**config.mk**
```make
export PLATFORM = sky130hd
export DESIGN_NAME = cic_dec_ctrl
export DESIGN_NICKNAME = d
export VERILOG_FILES = /design/src/rtl/cic_dec_ctrl.sv
export SDC_FILE = /design/constraint.sdc
export NUM_CORES = 1
export LEC_CHECK = 0
export ABC_AREA = 1
export BUFFER_PORTS_ARGS = -buffer_cell sky130_fd_sc_hd__buf_4
export CORE_UTILIZATION = 40
export CTS_BUF_LIST = sky130_fd_sc_hd__clkbuf_8
export DETAILED_ROUTE_END_ITERATION = 12
export GPL_ROUTABILITY_DRIVEN = 0
export MAX_ROUTING_LAYER = met4
export PLACE_DENSITY = 0.64
export SYNTH_ARGS = -nofsm -noshare
export SYNTH_HDL_FRONTEND = slang
export SYNTH_SLANG_ARGS = --single-unit
```
**constraint.sdc**
```tcl
create_clock -name clk -period 4.2 [get_ports clk]
set_clock_uncertainty 0.05 [all_clocks]
set_input_delay 0.84 -clock clk [delete_from_list [all_inputs] [get_ports clk]]
set_output_delay 0.84 -clock clk [all_outputs]
set_load 0.02 [all_outputs]
```
**src/rtl/cic_dec_ctrl.sv**
```systemverilog
// Control sequencer for a CIC decimator: flush/warm-up/run phasing, ratio reload, output handshake.
// Define CIC_DEC_CTRL_DCLK_EN to build the output-rate clock d_clk; otherwise d_clk is tied low.
module cic_dec_ctrl #(
  parameter int RATIO_W     = 16,
  parameter int N_STAGES    = 5,
  parameter int RESET_RATIO = 64
) (
  input  logic               clk,
  input  logic               rst,
  input  logic               en,
  input  logic [RATIO_W-1:0] cfg_ratio,
  input  logic               cfg_wr,
  output logic [RATIO_W-1:0] cur_ratio,
  output logic               cfg_pend,
  output logic               dec_strobe,
  output logic               comb_en,
  output logic               integ_clr,
  output logic               d_clk,
  output logic               out_valid,
  input  logic               out_ready,
  output logic               overflow
);

  typedef enum logic [1:0] {
    ST_IDLE,
    ST_FLUSH,
    ST_WARMUP,
    ST_RUN
  } state_e;

  localparam logic [RATIO_W-1:0] MIN_RATIO = RATIO_W'(2);
  localparam logic [RATIO_W-1:0] RST_RATIO = RATIO_W'(RESET_RATIO);
  localparam logic [3:0]         WU_LAST   = 4'(N_STAGES - 1);

  state_e             state_q, state_d;
  logic [RATIO_W-1:0] cnt_q, cnt_d;
  logic [RATIO_W-1:0] cur_ratio_q, cur_ratio_d;
  logic [RATIO_W-1:0] pend_ratio_q, pend_ratio_d;
  logic               cfg_pend_q, cfg_pend_d;
  logic               dec_strobe_q, dec_strobe_d;
  logic               comb_en_q, comb_en_d;
  logic               integ_clr_q, integ_clr_d;
  logic [3:0]         wu_cnt_q, wu_cnt_d;
  logic               out_valid_q, out_valid_d;
  logic               overflow_q, overflow_d;

  logic apply;
  logic active_q;
  logic active_d;
  logic set_valid;

  // A pending ratio is taken immediately when idle, otherwise only at a decimation boundary.
  assign apply    = cfg_pend_q && ((state_q == ST_IDLE) || dec_strobe_q);
  assign active_q = (state_q == ST_WARMUP) || (state_q == ST_RUN);
  assign active_d = (state_d == ST_WARMUP) || (state_d == ST_RUN);

  // State register.
  always_ff @(posedge clk or posedge rst) begin
    if (rst) begin
      state_q <= ST_IDLE;
    end else begin
      // NOTE: sequential state uses non-blocking assignment so every flop samples pre-edge values.
      state_q <= state_d;
    end
  end

  // Next-state logic.
  always_comb begin
    // NOTE: default assignment first so no path through this block can infer a latch.
    state_d = state_q;
    if (!en) begin
      state_d = ST_IDLE;
    end else begin
      unique case (state_q)
        ST_IDLE:   state_d = ST_FLUSH;
        ST_FLUSH:  state_d = ST_WARMUP;
        ST_WARMUP: begin
          if (apply)                                state_d = ST_FLUSH;
          else if (comb_en_q && wu_cnt_q == WU_LAST) state_d = ST_RUN;
        end
        ST_RUN:    if (apply) state_d = ST_FLUSH;
        default:   state_d = ST_IDLE;
      endcase
    end
  end

  // Output and datapath next values; every control output is registered.
  always_comb begin
    set_valid   = comb_en_q && (state_q == ST_RUN);
    cur_ratio_d = apply ? pend_ratio_q : cur_ratio_q;

    pend_ratio_d = pend_ratio_q;
    cfg_pend_d   = cfg_pend_q && !apply;
    if (cfg_wr) begin
      pend_ratio_d = (cfg_ratio < MIN_RATIO) ? MIN_RATIO : cfg_ratio;
      cfg_pend_d   = 1'b1;
    end

    cnt_d = '0;
    if (active_d && active_q) begin
      cnt_d = (cnt_q == cur_ratio_q - RATIO_W'(1)) ? '0 : cnt_q + RATIO_W'(1);
    end

    dec_strobe_d = active_d && (cnt_d == cur_ratio_d - RATIO_W'(1));
    comb_en_d    = dec_strobe_q;
    integ_clr_d  = (state_d == ST_FLUSH);

    wu_cnt_d = '0;
    if (state_q == ST_WARMUP) begin
      wu_cnt_d = comb_en_q ? wu_cnt_q + 4'd1 : wu_cnt_q;
    end

    out_valid_d = out_valid_q;
    if ((state_d == ST_IDLE) || (state_d == ST_FLUSH)) begin
      out_valid_d = 1'b0;
    end else if (set_valid) begin
      out_valid_d = 1'b1;
    end else if (out_valid_q && out_ready) begin
      out_valid_d = 1'b0;
    end

    overflow_d = overflow_q || (set_valid && out_valid_q && !out_ready);
  end

  always_ff @(posedge clk or posedge rst) begin
    if (rst) begin
      cnt_q        <= '0;
      cur_ratio_q  <= RST_RATIO;
      pend_ratio_q <= RST_RATIO;
      cfg_pend_q   <= 1'b0;
      dec_strobe_q <= 1'b0;
      comb_en_q    <= 1'b0;
      integ_clr_q  <= 1'b0;
      wu_cnt_q     <= '0;
      out_valid_q  <= 1'b0;
      overflow_q   <= 1'b0;
    end else begin
      cnt_q        <= cnt_d;
      cur_ratio_q  <= cur_ratio_d;
      pend_ratio_q <= pend_ratio_d;
      cfg_pend_q   <= cfg_pend_d;
      dec_strobe_q <= dec_strobe_d;
      comb_en_q    <= comb_en_d;
      integ_clr_q  <= integ_clr_d;
      wu_cnt_q     <= wu_cnt_d;
      out_valid_q  <= out_valid_d;
      overflow_q   <= overflow_d;
    end
  end

`ifdef CIC_DEC_CTRL_DCLK_EN
  logic d_clk_q, d_clk_d;

  // High from the comb_en edge until the edge after the half-period count.
  always_comb begin
    d_clk_d = d_clk_q;
    if ((state_d == ST_IDLE) || (state_d == ST_FLUSH)) begin
      d_clk_d = 1'b0;
    end else if (dec_strobe_q) begin
      d_clk_d = 1'b1;
    end else if (cnt_q == (cur_ratio_q >> 1)) begin
      d_clk_d = 1'b0;
    end
  end

  always_ff @(posedge clk or posedge rst) begin
    if (rst) d_clk_q <= 1'b0;
    else     d_clk_q <= d_clk_d;
  end

  assign d_clk = d_clk_q;
`else
  assign d_clk = 1'b0;
`endif

  assign cur_ratio  = cur_ratio_q;
  assign cfg_pend   = cfg_pend_q;
  assign dec_strobe = dec_strobe_q;
  assign comb_en    = comb_en_q;
  assign integ_clr  = integ_clr_q;
  assign out_valid  = out_valid_q;
  assign overflow   = overflow_q;

endmodule

```
==> impl_metrics.env <==
export IMPL_synth_main_ff_cell="sky130_fd_sc_hd__dfrtp_1"
export IMPL_run_status="finished, final reports clean"
export IMPL_library_cell_occupying_the_most_area_in_the_post_synthesis_netlist="sky130_fd_sc_hd__dfrtp_1"
export IMPL_detail_route_wl_per_cell_um=13.6
export IMPL_antenna_found_initial=0
export IMPL_average_footprint_of_a_synthesized_cell_um2=6.86
export IMPL_dr_first_iter_drc_count=291
export IMPL_fin_tns_setup_ps=0
export IMPL_root_buffer="sky130_fd_sc_hd__clkbuf_8"
export IMPL_grt_start_max_net_pins=36
export IMPL_pwr_density_cell_nw_per_um2=463
export IMPL_clk_pin_slew_worst_paths_ps=60
export IMPL_critPathLaunchType="flop"
export IMPL_cp_data_arrival_time_ps=3000
export IMPL_detail_route_antenna_nets=0
export IMPL_synth_fp_nets=668
export IMPL_groute_usage_overall=0.220
export IMPL_syn_area_um2=4400
export IMPL_r2r_end="dec_strobe"
export IMPL_maxCapViolCount=0
export IMPL_share_seq_of_total_power=0.340
export IMPL_critPathCapture="dec_strobe"
export IMPL_drt_drc_violations_left=0
export IMPL_placement_setup_worst_slack_ps=1480
export IMPL_layout_core_utilization=0.472
export IMPL_critical_path_required_ps=4430
export IMPL_synth_largest_type_area_fraction=0.330
export IMPL_timing_worst_slew_pin_value_ps=748
export IMPL_hold_path_class="flop to flop"
export IMPL_power_share_clock=0.190
export IMPL_max_fo_critical_path=28
export IMPL_finish_cell_count_without_fillers=824
export IMPL_global_route_wire_length_before_repair_um=18900
export IMPL_critical_path_reg2reg_startpoint="state_q[1]"
export IMPL_grt_pass1_vias=3934
export IMPL_worstSetupStartpoint="state_q[1]"
export IMPL_async_flop_share=1.00
export IMPL_power_leakage_nw=2.60
export IMPL_comb_power_share=0.470
export IMPL_dr_max_layer_used="met4"
export IMPL_initial_core_util=0.419
export IMPL_wl_met2_um=5030
export IMPL_clk_path_buf_depth=2
export IMPL_ys_seq_area_frac=0.342
export IMPL_place_area_um2=4810
export IMPL_ys_types=42
export IMPL_post_layout_total_power_mw=2.30
export IMPL_synthesis_yosys_warnings=0
export IMPL_timing_final_crit_share=0.659
export IMPL_drt_wl_total_um=11200
export IMPL_ys_seq_elements=60
export IMPL_synth_cells=642
export IMPL_areaGrowthSynthToFinish_pct=12.8
export IMPL_number_of_synthesized_flops_with_an_enable_pin=0
export IMPL_die_y_um=107
export IMPL_cts_setup_buffers=0
export IMPL_floorplan_core_area_um2=10500
export IMPL_num_rows=37
export IMPL_power_ir_vdd_worst_mv=0.175
export IMPL_num_antenna_cells=0
export IMPL_setup_slack_ps=1430
export IMPL_reg2reg_setup_slack_ps=1430
export IMPL_period_needed_ps=2770
export IMPL_synth_most_common_cell="sky130_fd_sc_hd__nand2_1"
export IMPL_setup_worst_path_class="flop to flop"
export IMPL_post_cts_resized_instances=0
export IMPL_timing_max_transition_violations_final=0
export IMPL_cts_buffers_inserted=9
export IMPL_floorplan_die_area_um2=11400
export IMPL_finalNetCount=711
export IMPL_num_io_pins=44
export IMPL_timing_hold_ws_ps=420
export IMPL_cellInternalPower_mw=1.24
export IMPL_post_route_cells_drive_above_1_share=0.172
export IMPL_netlist_top_cells_area="sky130_fd_sc_hd__dfrtp_1 33%, sky130_fd_sc_hd__nand2_1 15%, sky130_fd_sc_hd__inv_1 9.5%"
export IMPL_dieWidth_um=107
export IMPL_wire_length_on_met3_um=494
export IMPL_hpwlAfterDp_um=8950
export IMPL_post_drt_via_cell_ratio=4.86
export IMPL_grt_overflow_total=0
export IMPL_switching_portion_of_total_power=0.460
export IMPL_setup_violations_final=0
export IMPL_p_sw_mw=1.06
export IMPL_reg2reg_depth=17
export IMPL_design_area_final_um2=4960
export IMPL_hold_buffers=0
export IMPL_yosys_top_cells_count="176 x sky130_fd_sc_hd__nand2_1, 111 x sky130_fd_sc_hd__inv_1, 62 x sky130_fd_sc_hd__nor2_1, 58 x sky130_fd_sc_hd__dfrtp_1, 47 x sky130_fd_sc_hd__nand3_1"
export IMPL_tritoncts_clock_tree="built"
export IMPL_wl_met1_um=5500
export IMPL_place_port_buffers=42
export IMPL_post_place_cells=810
export IMPL_cp_end_kind="flop"
export IMPL_htree_num_levels=3
export IMPL_max_clock_freq_mhz=361
export IMPL_firstDrtPassIters=5
export IMPL_slew_headroom=0.501
export IMPL_final_hold_violation_count=0
export IMPL_dr_total_vias=4006
export IMPL_clock_sink_count=60
export IMPL_unrepaired_setup_endpoints_after_global_routing="no"
export IMPL_worstSkewPairLatency_ps=340
## registers in the layout (all words and copies together), names as in the netlist
| signal | count |
|---|---|
| cfg_pend | 1 |
| cnt_q | 16 |
| comb_en | 1 |
| cur_ratio | 16 |
| dec_strobe | 1 |
| integ_clr | 1 |
| out_valid | 1 |
| overflow | 1 |
| pend_ratio_q | 16 |
| state_q | 2 |
| wu_cnt_q | 4 |
## final cells by class
type                            count  area (µm²)
Timing Repair Buffer               43         323
Fill cell                        1076        5540
Sequential cell                    60        1500
Multi-Input combinational cell    451        2360
Clock buffer                       10         138
Clock inverter                      4        18.8
Tap cell                          136         170
Inverter                          120         450
## worst max-delay path, cell delays in order (launching register included)
cell                      delay (ps)
sky130_fd_sc_hd__dfrtp_1         440
sky130_fd_sc_hd__inv_2           110
sky130_fd_sc_hd__nand2_4          70
sky130_fd_sc_hd__nand2_4         110
sky130_fd_sc_hd__nand2_8         160
sky130_fd_sc_hd__o21ai_2         360
sky130_fd_sc_hd__inv_1           120
sky130_fd_sc_hd__ha_1            260
sky130_fd_sc_hd__nand3_2         140
sky130_fd_sc_hd__inv_1            70
sky130_fd_sc_hd__nand3_1          90
sky130_fd_sc_hd__xor2_1          220
sky130_fd_sc_hd__nand3_1         120
sky130_fd_sc_hd__nand2_1          90
sky130_fd_sc_hd__nand2_1          50
sky130_fd_sc_hd__nor2_1          110
sky130_fd_sc_hd__nand2_1          60
sky130_fd_sc_hd__nor2_1           80
## layer usage
layer	global-route usage	vias to the layer above
met4	0.0695	0
met1	0.297	1822
li1	-	2071
met5	-	-
met3	0.0353	13
met2	0.339	100
## cell families after synthesis
group | count (synthesis) | synth area share
AOI/OAI and AO/OA | 55 | 0.0722
xor gates and xnor gates | 31 | 0.0617
adders and majority gates | 5 | 0.0142
buffers and inverters | 131 | 0.122
DFF | 60 | 0.342
muxes | 1 | 0.00256
other | 1 | 0.000852
and+or+nand+nor | 358 | 0.385
## power by group through the flow
stage | Sequential, mW | Clock (mW) | Combinational (mW)
2_1_floorplan | 0.824 | 0 | 0.719
3_3_place_gp | 0.786 | 0 | 1.06
3_5_place_dp | 0.790 | 0 | 1.07
4_1_cts | 0.780 | 0.446 | 1.08
5_1_grt | 0.793 | 0.478 | 1.22
6_report | 0.782 | 0.437 | 1.08
## cell usage in the layout (no fill, tap or decap), drive strengths merged
| cell | instances |
|---|---|
| nand4 | 14 |
| nand2 | 197 |
| nor2 | 73 |
| conb | 1 |
| buf | 43 |
| a21oi | 11 |
| and3 | 1 |
| nor4 | 4 |
| dfstp | 2 |
| or2 | 1 |
| inv | 120 |
| nand3 | 52 |
| a31oi | 3 |
| xor2 | 20 |
| and2 | 2 |
| o21ai | 39 |
| clkinv | 4 |
| mux2 | 1 |
| o21bai | 2 |
| nor3 | 10 |
| clkbuf | 10 |
| ha | 5 |
| xnor2 | 11 |
| nand3b | 4 |
| dfrtp | 58 |
## how the worst min path moves through the flow
stage	cells past startpoint	slack (ps)	start	end
after floorplan	1	380	wu_cnt_q[3]	wu_cnt_q[3]
after global placement	1	400	wu_cnt_q[3]	wu_cnt_q[3]
after detailed placement	1	420	wu_cnt_q[3]	wu_cnt_q[3]
after global routing	0	450	dec_strobe	comb_en
final	1	420	wu_cnt_q[3]	wu_cnt_q[3]
after CTS	1	430	wu_cnt_q[3]	wu_cnt_q[3]
Note: power is estimated with default switching activity, not from simulation.
